$ cat config.mk
export PLATFORM = sky130hd
export DESIGN_NAME = bus_rr_arbiter
export DESIGN_NICKNAME = d
export VERILOG_FILES = /design/src/rtl/bus_arb_pkg.sv /design/src/rtl/bus_arb_id_fifo.sv /design/src/rtl/bus_rr_arbiter.sv
export SDC_FILE = /design/constraint.sdc
export NUM_CORES = 1
export LEC_CHECK = 0
export CELL_PAD_IN_SITES_DETAIL_PLACEMENT = 2
export CELL_PAD_IN_SITES_GLOBAL_PLACEMENT = 2
export CORE_AREA = 2 2 160 162
export CTS_CLUSTER_SIZE = 12
export DETAILED_ROUTE_END_ITERATION = 8
export DIE_AREA = 0 0 162 164
export PLACE_DENSITY_LB_ADDON = 0.1
export SLEW_MARGIN = 20
export SYNTH_ARGS = -nofsm -noshare
export SYNTH_HDL_FRONTEND = slang
export SYNTH_SLANG_ARGS = --single-unit
$ cat constraint.sdc
create_clock -name clk_i -period 1.9 [get_ports clk_i]
set_input_delay 0.38 -clock clk_i [delete_from_list [all_inputs] [get_ports clk_i]]
set_output_delay 0.38 -clock clk_i [all_outputs]
set_load 0.01 [all_outputs]
$ cat src/rtl/bus_arb_pkg.sv
// Shared types and helpers for the round-robin bus arbiter.
// Host IDs are at least one bit wide even for trivial host counts.
package bus_arb_pkg;

    typedef enum logic {
        ArbIdle = 1'b0,
        ArbHold = 1'b1
    } arb_state_e;

    localparam int unsigned PerfCntWidth = 32;

    function automatic int unsigned id_width(input int unsigned n);
        return (n > 2) ? int'($clog2(n)) : 1;
    endfunction

endpackage

$ cat src/rtl/bus_arb_id_fifo.sv
// In-order FIFO of host IDs for outstanding bus transactions.
// A pop never frees a slot for a push in the same cycle.
module bus_arb_id_fifo
    import bus_arb_pkg::*;
#(
    parameter int unsigned Depth = 2,
    parameter int unsigned Width = 1
) (
    input  logic             clk_i,
    input  logic             rst_i,
    input  logic             push,
    input  logic             pop,
    input  logic [Width-1:0] wdata,
    output logic             full,
    output logic             empty,
    output logic [Width-1:0] head
);

    localparam int unsigned PtrWidth = $clog2(Depth) + 1;
    localparam int unsigned IdxWidth = (Depth > 1) ? $clog2(Depth) : 1;

    logic [PtrWidth-1:0] wr_ptr_q;
    logic [PtrWidth-1:0] rd_ptr_q;
    logic [IdxWidth-1:0] wr_idx;
    logic [IdxWidth-1:0] rd_idx;
    logic [Width-1:0]    mem_q [Depth];
    logic                push_en;
    logic                pop_en;

    if (Depth > 1) begin : g_idx
        assign wr_idx = wr_ptr_q[IdxWidth-1:0];
        assign rd_idx = rd_ptr_q[IdxWidth-1:0];
    end else begin : g_idx_single
        assign wr_idx = '0;
        assign rd_idx = '0;
    end

    // Extra pointer bit distinguishes full from empty.
    assign empty   = (wr_ptr_q == rd_ptr_q);
    assign full    = ((wr_ptr_q - rd_ptr_q) == PtrWidth'(Depth));
    assign push_en = push & ~full;
    assign pop_en  = pop & ~empty;
    assign head    = mem_q[rd_idx];

    always_ff @(posedge clk_i) begin
        if (rst_i) begin
            wr_ptr_q <= '0;
            rd_ptr_q <= '0;
        end else begin
            if (push_en) begin
                wr_ptr_q <= wr_ptr_q + 1'b1;
            end
            if (pop_en) begin
                rd_ptr_q <= rd_ptr_q + 1'b1;
            end
        end
    end

    always_ff @(posedge clk_i) begin
        if (push_en) begin
            mem_q[wr_idx] <= wdata;
        end
    end

endmodule

$ cat src/rtl/bus_rr_arbiter.sv
// Round-robin arbiter sharing one req/gnt/rvalid bus port between hosts.
// Define BUS_ARB_PERF_EN to build the per-host grant counters.
module bus_rr_arbiter
    import bus_arb_pkg::*;
#(
    parameter int unsigned NrHosts        = 2,
    parameter int unsigned DataWidth      = 32,
    parameter int unsigned AddressWidth   = 32,
    parameter int unsigned MaxOutstanding = 2
) (
    input  logic                    clk_i,
    input  logic                    rst_i,
    input  logic [NrHosts-1:0]      host_req_i,
    output logic [NrHosts-1:0]      host_gnt_o,
    input  logic [AddressWidth-1:0] host_addr_i [NrHosts],
    input  logic [NrHosts-1:0]      host_we_i,
    input  logic [DataWidth/8-1:0]  host_be_i [NrHosts],
    input  logic [DataWidth-1:0]    host_wdata_i [NrHosts],
    output logic [NrHosts-1:0]      host_rvalid_o,
    output logic [DataWidth-1:0]    host_rdata_o [NrHosts],
    output logic [NrHosts-1:0]      host_err_o,
    output logic                    dev_req_o,
    input  logic                    dev_gnt_i,
    output logic [AddressWidth-1:0] dev_addr_o,
    output logic                    dev_we_o,
    output logic [DataWidth/8-1:0]  dev_be_o,
    output logic [DataWidth-1:0]    dev_wdata_o,
    input  logic                    dev_rvalid_i,
    input  logic [DataWidth-1:0]    dev_rdata_i,
    input  logic                    dev_err_i,
    output logic                    resp_unexp_o,
    output logic [PerfCntWidth-1:0] perf_grant_cnt_o [NrHosts]
);

    localparam int unsigned IdWidth = id_width(NrHosts);

    arb_state_e         state_q;
    arb_state_e         state_d;
    logic [IdWidth-1:0] held_q;
    logic [IdWidth-1:0] held_d;
    logic [IdWidth-1:0] last_q;
    logic [IdWidth-1:0] last_d;
    logic               pick_valid;
    logic [IdWidth-1:0] pick_id;
    logic               sel_valid;
    logic [IdWidth-1:0] sel_id;
    logic               grant;
    logic               pop;
    logic               fifo_full;
    logic               fifo_empty;
    logic [IdWidth-1:0] fifo_head;
    logic               resp_unexp_q;

    function automatic logic [IdWidth-1:0] wrap_idx(
        input logic [IdWidth-1:0] base,
        input int unsigned        k
    );
        return IdWidth'((int'(base) + k) % NrHosts);
    endfunction

    // Scan far-to-near so the host right after last_q wins.
    always_comb begin
        pick_valid = 1'b0;
        pick_id    = '0;
        for (int unsigned k = NrHosts; k >= 1; k--) begin
            if (host_req_i[wrap_idx(last_q, k)]) begin
                pick_valid = 1'b1;
                pick_id    = wrap_idx(last_q, k);
            end
        end
    end

    // A stalled request keeps its host until granted or withdrawn.
    always_comb begin
        sel_id    = pick_id;
        sel_valid = pick_valid;
        if (state_q == ArbHold) begin
            sel_id    = held_q;
            sel_valid = host_req_i[held_q];
        end
    end

    always_ff @(posedge clk_i) begin
        if (rst_i) begin
            state_q <= ArbIdle;
            held_q  <= '0;
            last_q  <= IdWidth'(NrHosts - 1);
        end else begin
            state_q <= state_d;
            held_q  <= held_d;
            last_q  <= last_d;
        end
    end

    always_comb begin
        state_d = state_q;
        held_d  = held_q;
        last_d  = last_q;
        unique case (state_q)
            ArbIdle: begin
                if (dev_req_o && !dev_gnt_i) begin
                    state_d = ArbHold;
                    held_d  = sel_id;
                end
            end
            ArbHold: begin
                if (!host_req_i[held_q] || dev_gnt_i) begin
                    state_d = ArbIdle;
                end
            end
            default: state_d = ArbIdle;
        endcase
        if (grant) begin
            last_d = sel_id;
        end
    end

    always_comb begin
        dev_req_o   = sel_valid & ~fifo_full;
        grant       = dev_req_o & dev_gnt_i;
        pop         = dev_rvalid_i & ~fifo_empty;
        host_gnt_o  = '0;
        host_gnt_o[sel_id] = grant;
        host_rvalid_o = '0;
        host_rvalid_o[fifo_head] = pop;
        dev_addr_o  = host_addr_i[sel_id];
        dev_we_o    = host_we_i[sel_id];
        dev_be_o    = host_be_i[sel_id];
        dev_wdata_o = host_wdata_i[sel_id];
        host_err_o  = {NrHosts{dev_err_i}};
        for (int unsigned h = 0; h < NrHosts; h++) begin
            host_rdata_o[h] = dev_rdata_i;
        end
    end

    bus_arb_id_fifo #(
        .Depth (MaxOutstanding),
        .Width (IdWidth)
    ) u_id_fifo (
        .clk_i (clk_i),
        .rst_i (rst_i),
        .push  (grant),
        .pop   (pop),
        .wdata (sel_id),
        .full  (fifo_full),
        .empty (fifo_empty),
        .head  (fifo_head)
    );

    always_ff @(posedge clk_i) begin
        if (rst_i) begin
            resp_unexp_q <= 1'b0;
        end else begin
            resp_unexp_q <= dev_rvalid_i & fifo_empty;
        end
    end

    assign resp_unexp_o = resp_unexp_q;

`ifdef BUS_ARB_PERF_EN
    logic [PerfCntWidth-1:0] perf_q [NrHosts];

    always_ff @(posedge clk_i) begin
        if (rst_i) begin
            for (int unsigned h = 0; h < NrHosts; h++) begin
                perf_q[h] <= '0;
            end
        end else if (grant) begin
            perf_q[sel_id] <= perf_q[sel_id] + 1'b1;
        end
    end

    always_comb begin
        for (int unsigned h = 0; h < NrHosts; h++) begin
            perf_grant_cnt_o[h] = perf_q[h];
        end
    end
`else
    always_comb begin
        for (int unsigned h = 0; h < NrHosts; h++) begin
            perf_grant_cnt_o[h] = '0;
        end
    end
`endif

endmodule

==> results.md <==
* Final #Nets at 631
* Hold_ws at between 0.5 and 0.6 ns
* Async set-or-reset flop fraction in the synthesized netlist at 0%
* DR WL/cell at approximately 18 µm
* Critical path data arrival time at 1.76 ns
* #FFs+latches synth at 11
* Leakage at around 2.4 nW
* Setup ws final at -0.239 ns
* Post-route ant nets at 0
* Tmin final at 2.14 ns
* Final hold vios at 0
* FP Rows at 58
* Final Cycle Share at 113%
* Final HPWL DP at 11.9 mm
* Initial Utilization at a little over a tenth
* Routed vias/inst at between 3 and 4
* Endpoints failing setup at a little under 70
* Sequential element share of the synthesized area at 8.96%
* Num CTS Buffers at 3
* # fillers at about 2,800
* Critical Path Fanout Max at 5
* Setup TNS at -12.87 ns
* Clock Tree Root: clkbuf_16
* Achievable Freq at 468 MHz
* Post-CTS Hold Fix Bufs at 0
* Final core occ at about a fifth
* Clock buffer depth at 2
* Routed WL at 14.0 mm
* Gate Count Post-Synth at between 200 and 300
* Ratio of cells with drive above 1 in the final layout at between 40% and 50%
* CTS tree: built
* RSZ-0062 raised after global routing: true
* Clock Latency Late Sink at ~0.24 ns
* Most frequent cells in the layout: 142 x clkdlybuf4s50_1, 72 x buf_6, 69 x mux2_4
* Commonest non-fill, non-tap cell in the layout: clkdlybuf4s50_1
* Worst vdd ir at 333 µV
* Placed instance area at ~4700 µm²
* Crit. End Element: output pin
* Largest net degree at the start of global routing at 12
* GR Util All Layers at approximately a tenth
* Port Buf Inserts at 218
* CP max stage cell: dfxtp_2
* Final Slew Violations at 0
* Kind of critical path: reg -> out
* Clock slew at reported path FFs at roughly 0.04 ns
* Required @ worst endpoint at between 1.5 and 2 ns
* Finished Layout Cells at 785
* Failing checks: setup timing
* Die area at between 20,000 and 30,000 µm²
* Routability cong. at 0.711
* DR pass1 iterations at 3
* CTS Sinks at 11
* Max-Cap Viols at 0
* Clk_skew at around 0.0033 ns
* Slew @ Worst Pin at 0.533 ns
* Initial antenna violation count at 4
* Placed cells at 761
* Die Width at roughly 160 µm
* GR Overflow Total at 0
* Netlist cell types at 29
* Outcome: finished with violations
* Power Density at ~480 nW/µm²
* Crit-path cells: a21bo_4 -> o21a_4 -> buf_12 -> buf_16 -> mux2_4 -> buf_6
* Synthesis-to-layout area growth at 93.3%
* Ys flop type: dfxtp_1
* Ports at 382
* Die outline height at 164 µm
* Vias in the first global route at 2,411
* Core region area at 24,800 µm²
* HP Class: reg -> reg
* Mapped cell area at about 2700 µm²
* First-pass GRT wire length at 18.7 mm
* Average instance area after synthesis at ~10 µm²
* Initial drt markers at between 40 and 50
* CTS HTree Levels at 1
* Slew headroom at 64.3%
* Post-route design area at about 5200 µm²
* Critical Path Source Type: flip-flop
* Via Count at roughly 2,400
* EDFF count, synth at 2
* DRC at 0
* CP max stage delay at 0.33 ns
* Warnings from Yosys at 0
layer usage:
metal,vias to the layer above,wire length [µm],GRT usage [%]
met5,-,25,0
met4,4,62,0.925
met3,9,1520,4.47
met2,168,6580,16.1
met1,1117,5820,12.0
li1,1072,-,-
area by class of cell:
| cell class | count | area [µm²] | area share, % |
|---|---|---|---|
| Antenna cell | 2 | 5.00 | 0.0965 |
| Clock buffer | 3 | 75.1 | 1.45 |
| Clock inverter | 1 | 5.00 | 0.0965 |
| Inverter | 2 | 10.0 | 0.193 |
| Multi-Input combinational cell | 177 | 1660 | 32.1 |
| Sequential cell | 11 | 250 | 4.83 |
| Tap cell | 330 | 413 | 7.96 |
| Timing Repair Buffer | 259 | 2760 | 53.3 |
critical path, delay by kind of cell, from the launching register on:
kind | cells | cell delay, ns
buf+inv | 3 | 0.40
mux | 1 | 0.30
compound gates | 2 | 0.49
flops | 1 | 0.33
where the power goes:
group / switching (mW) / internal, mW
Sequential: 0.0474 / 0.287
Clock: 0.107 / 0.279
Combinational: 0.639 / 1.11
worst paths after layout:
| check | from | end | slack, ns | cells past startpoint |
|---|---|---|---|---|
| min | last_q$_SDFFE_PP1N_ | last_q$_SDFFE_PP1N_ | 0.55 | 2 |
| min reg2reg | last_q$_SDFFE_PP1N_ | last_q$_SDFFE_PP1N_ | 0.55 | 2 |
| max reg2reg | u_id_fifo.rd_ptr_q[1]$_SDFFE_PP0P_ | held_q$_SDFFE_PP0P_ | 0.16 | 5 |
| max | last_q$_SDFFE_PP1N_ | dev_wdata_o[30] | -0.24 | 6 |
what timing repair did:
action | CTS | global route
cloned | 7 | 1
buffers inserted | 10 | 6
endpoints found under the setup margin | 76 | 71
pin swaps | 5 | 3
gates resized for setup | 418 | 21
cell usage after synthesis, types with 3 or more instances:
| cell type | number | share of area [%] |
|---|---|---|
| nor2_1 | 12 | 1.7 |
| mux2i_1 | 3 | 1.1 |
| buf_4 | 130 | 36 |
| dfxtp_1 | 9 | 6.7 |
| nor2b_1 | 3 | 0.70 |
| nand2_1 | 3 | 0.42 |
| mux2_4 | 69 | 39 |
| a21oi_1 | 3 | 0.56 |
| buf_6 | 10 | 4.2 |
flip-flops by register name, summed over array words and instances, names as in the netlist, named ones only:
| register | cells |
|---|---|
| last_q | 1 |
| resp_unexp_o | 1 |
| held_q | 1 |
| u_id_fifo.rd_ptr_q | 2 |
| state_q | 1 |
| u_id_fifo.mem_q | 2 |
| u_id_fifo.wr_ptr_q | 2 |
through the flow:
| stage | power, mW | setup slack [ns] |
|---|---|---|
| 2_1_floorplan | 1.26 | 0.192 |
| 3_3_place_gp | 1.84 | -0.919 |
| 3_5_place_dp | 1.86 | -0.949 |
| 4_1_cts | 2.50 | -0.345 |
| 5_1_grt | 2.63 | -0.281 |
| 6_report | 2.47 | -0.239 |
logic make-up (layout without fill, tap and decap cells):
kind of cell	count (synthesis)	after routing	share of synthesized area, %
simple gates	24	24	4.52
mux	75	75	41.0
compound gates	9	10	2.52
xor+xnor	4	4	1.87
flops	11	11	8.96
other cells	1	66	0.140
buf+inv	143	265	41.0
No activity file was read; power rests on OpenSTA's default activity.
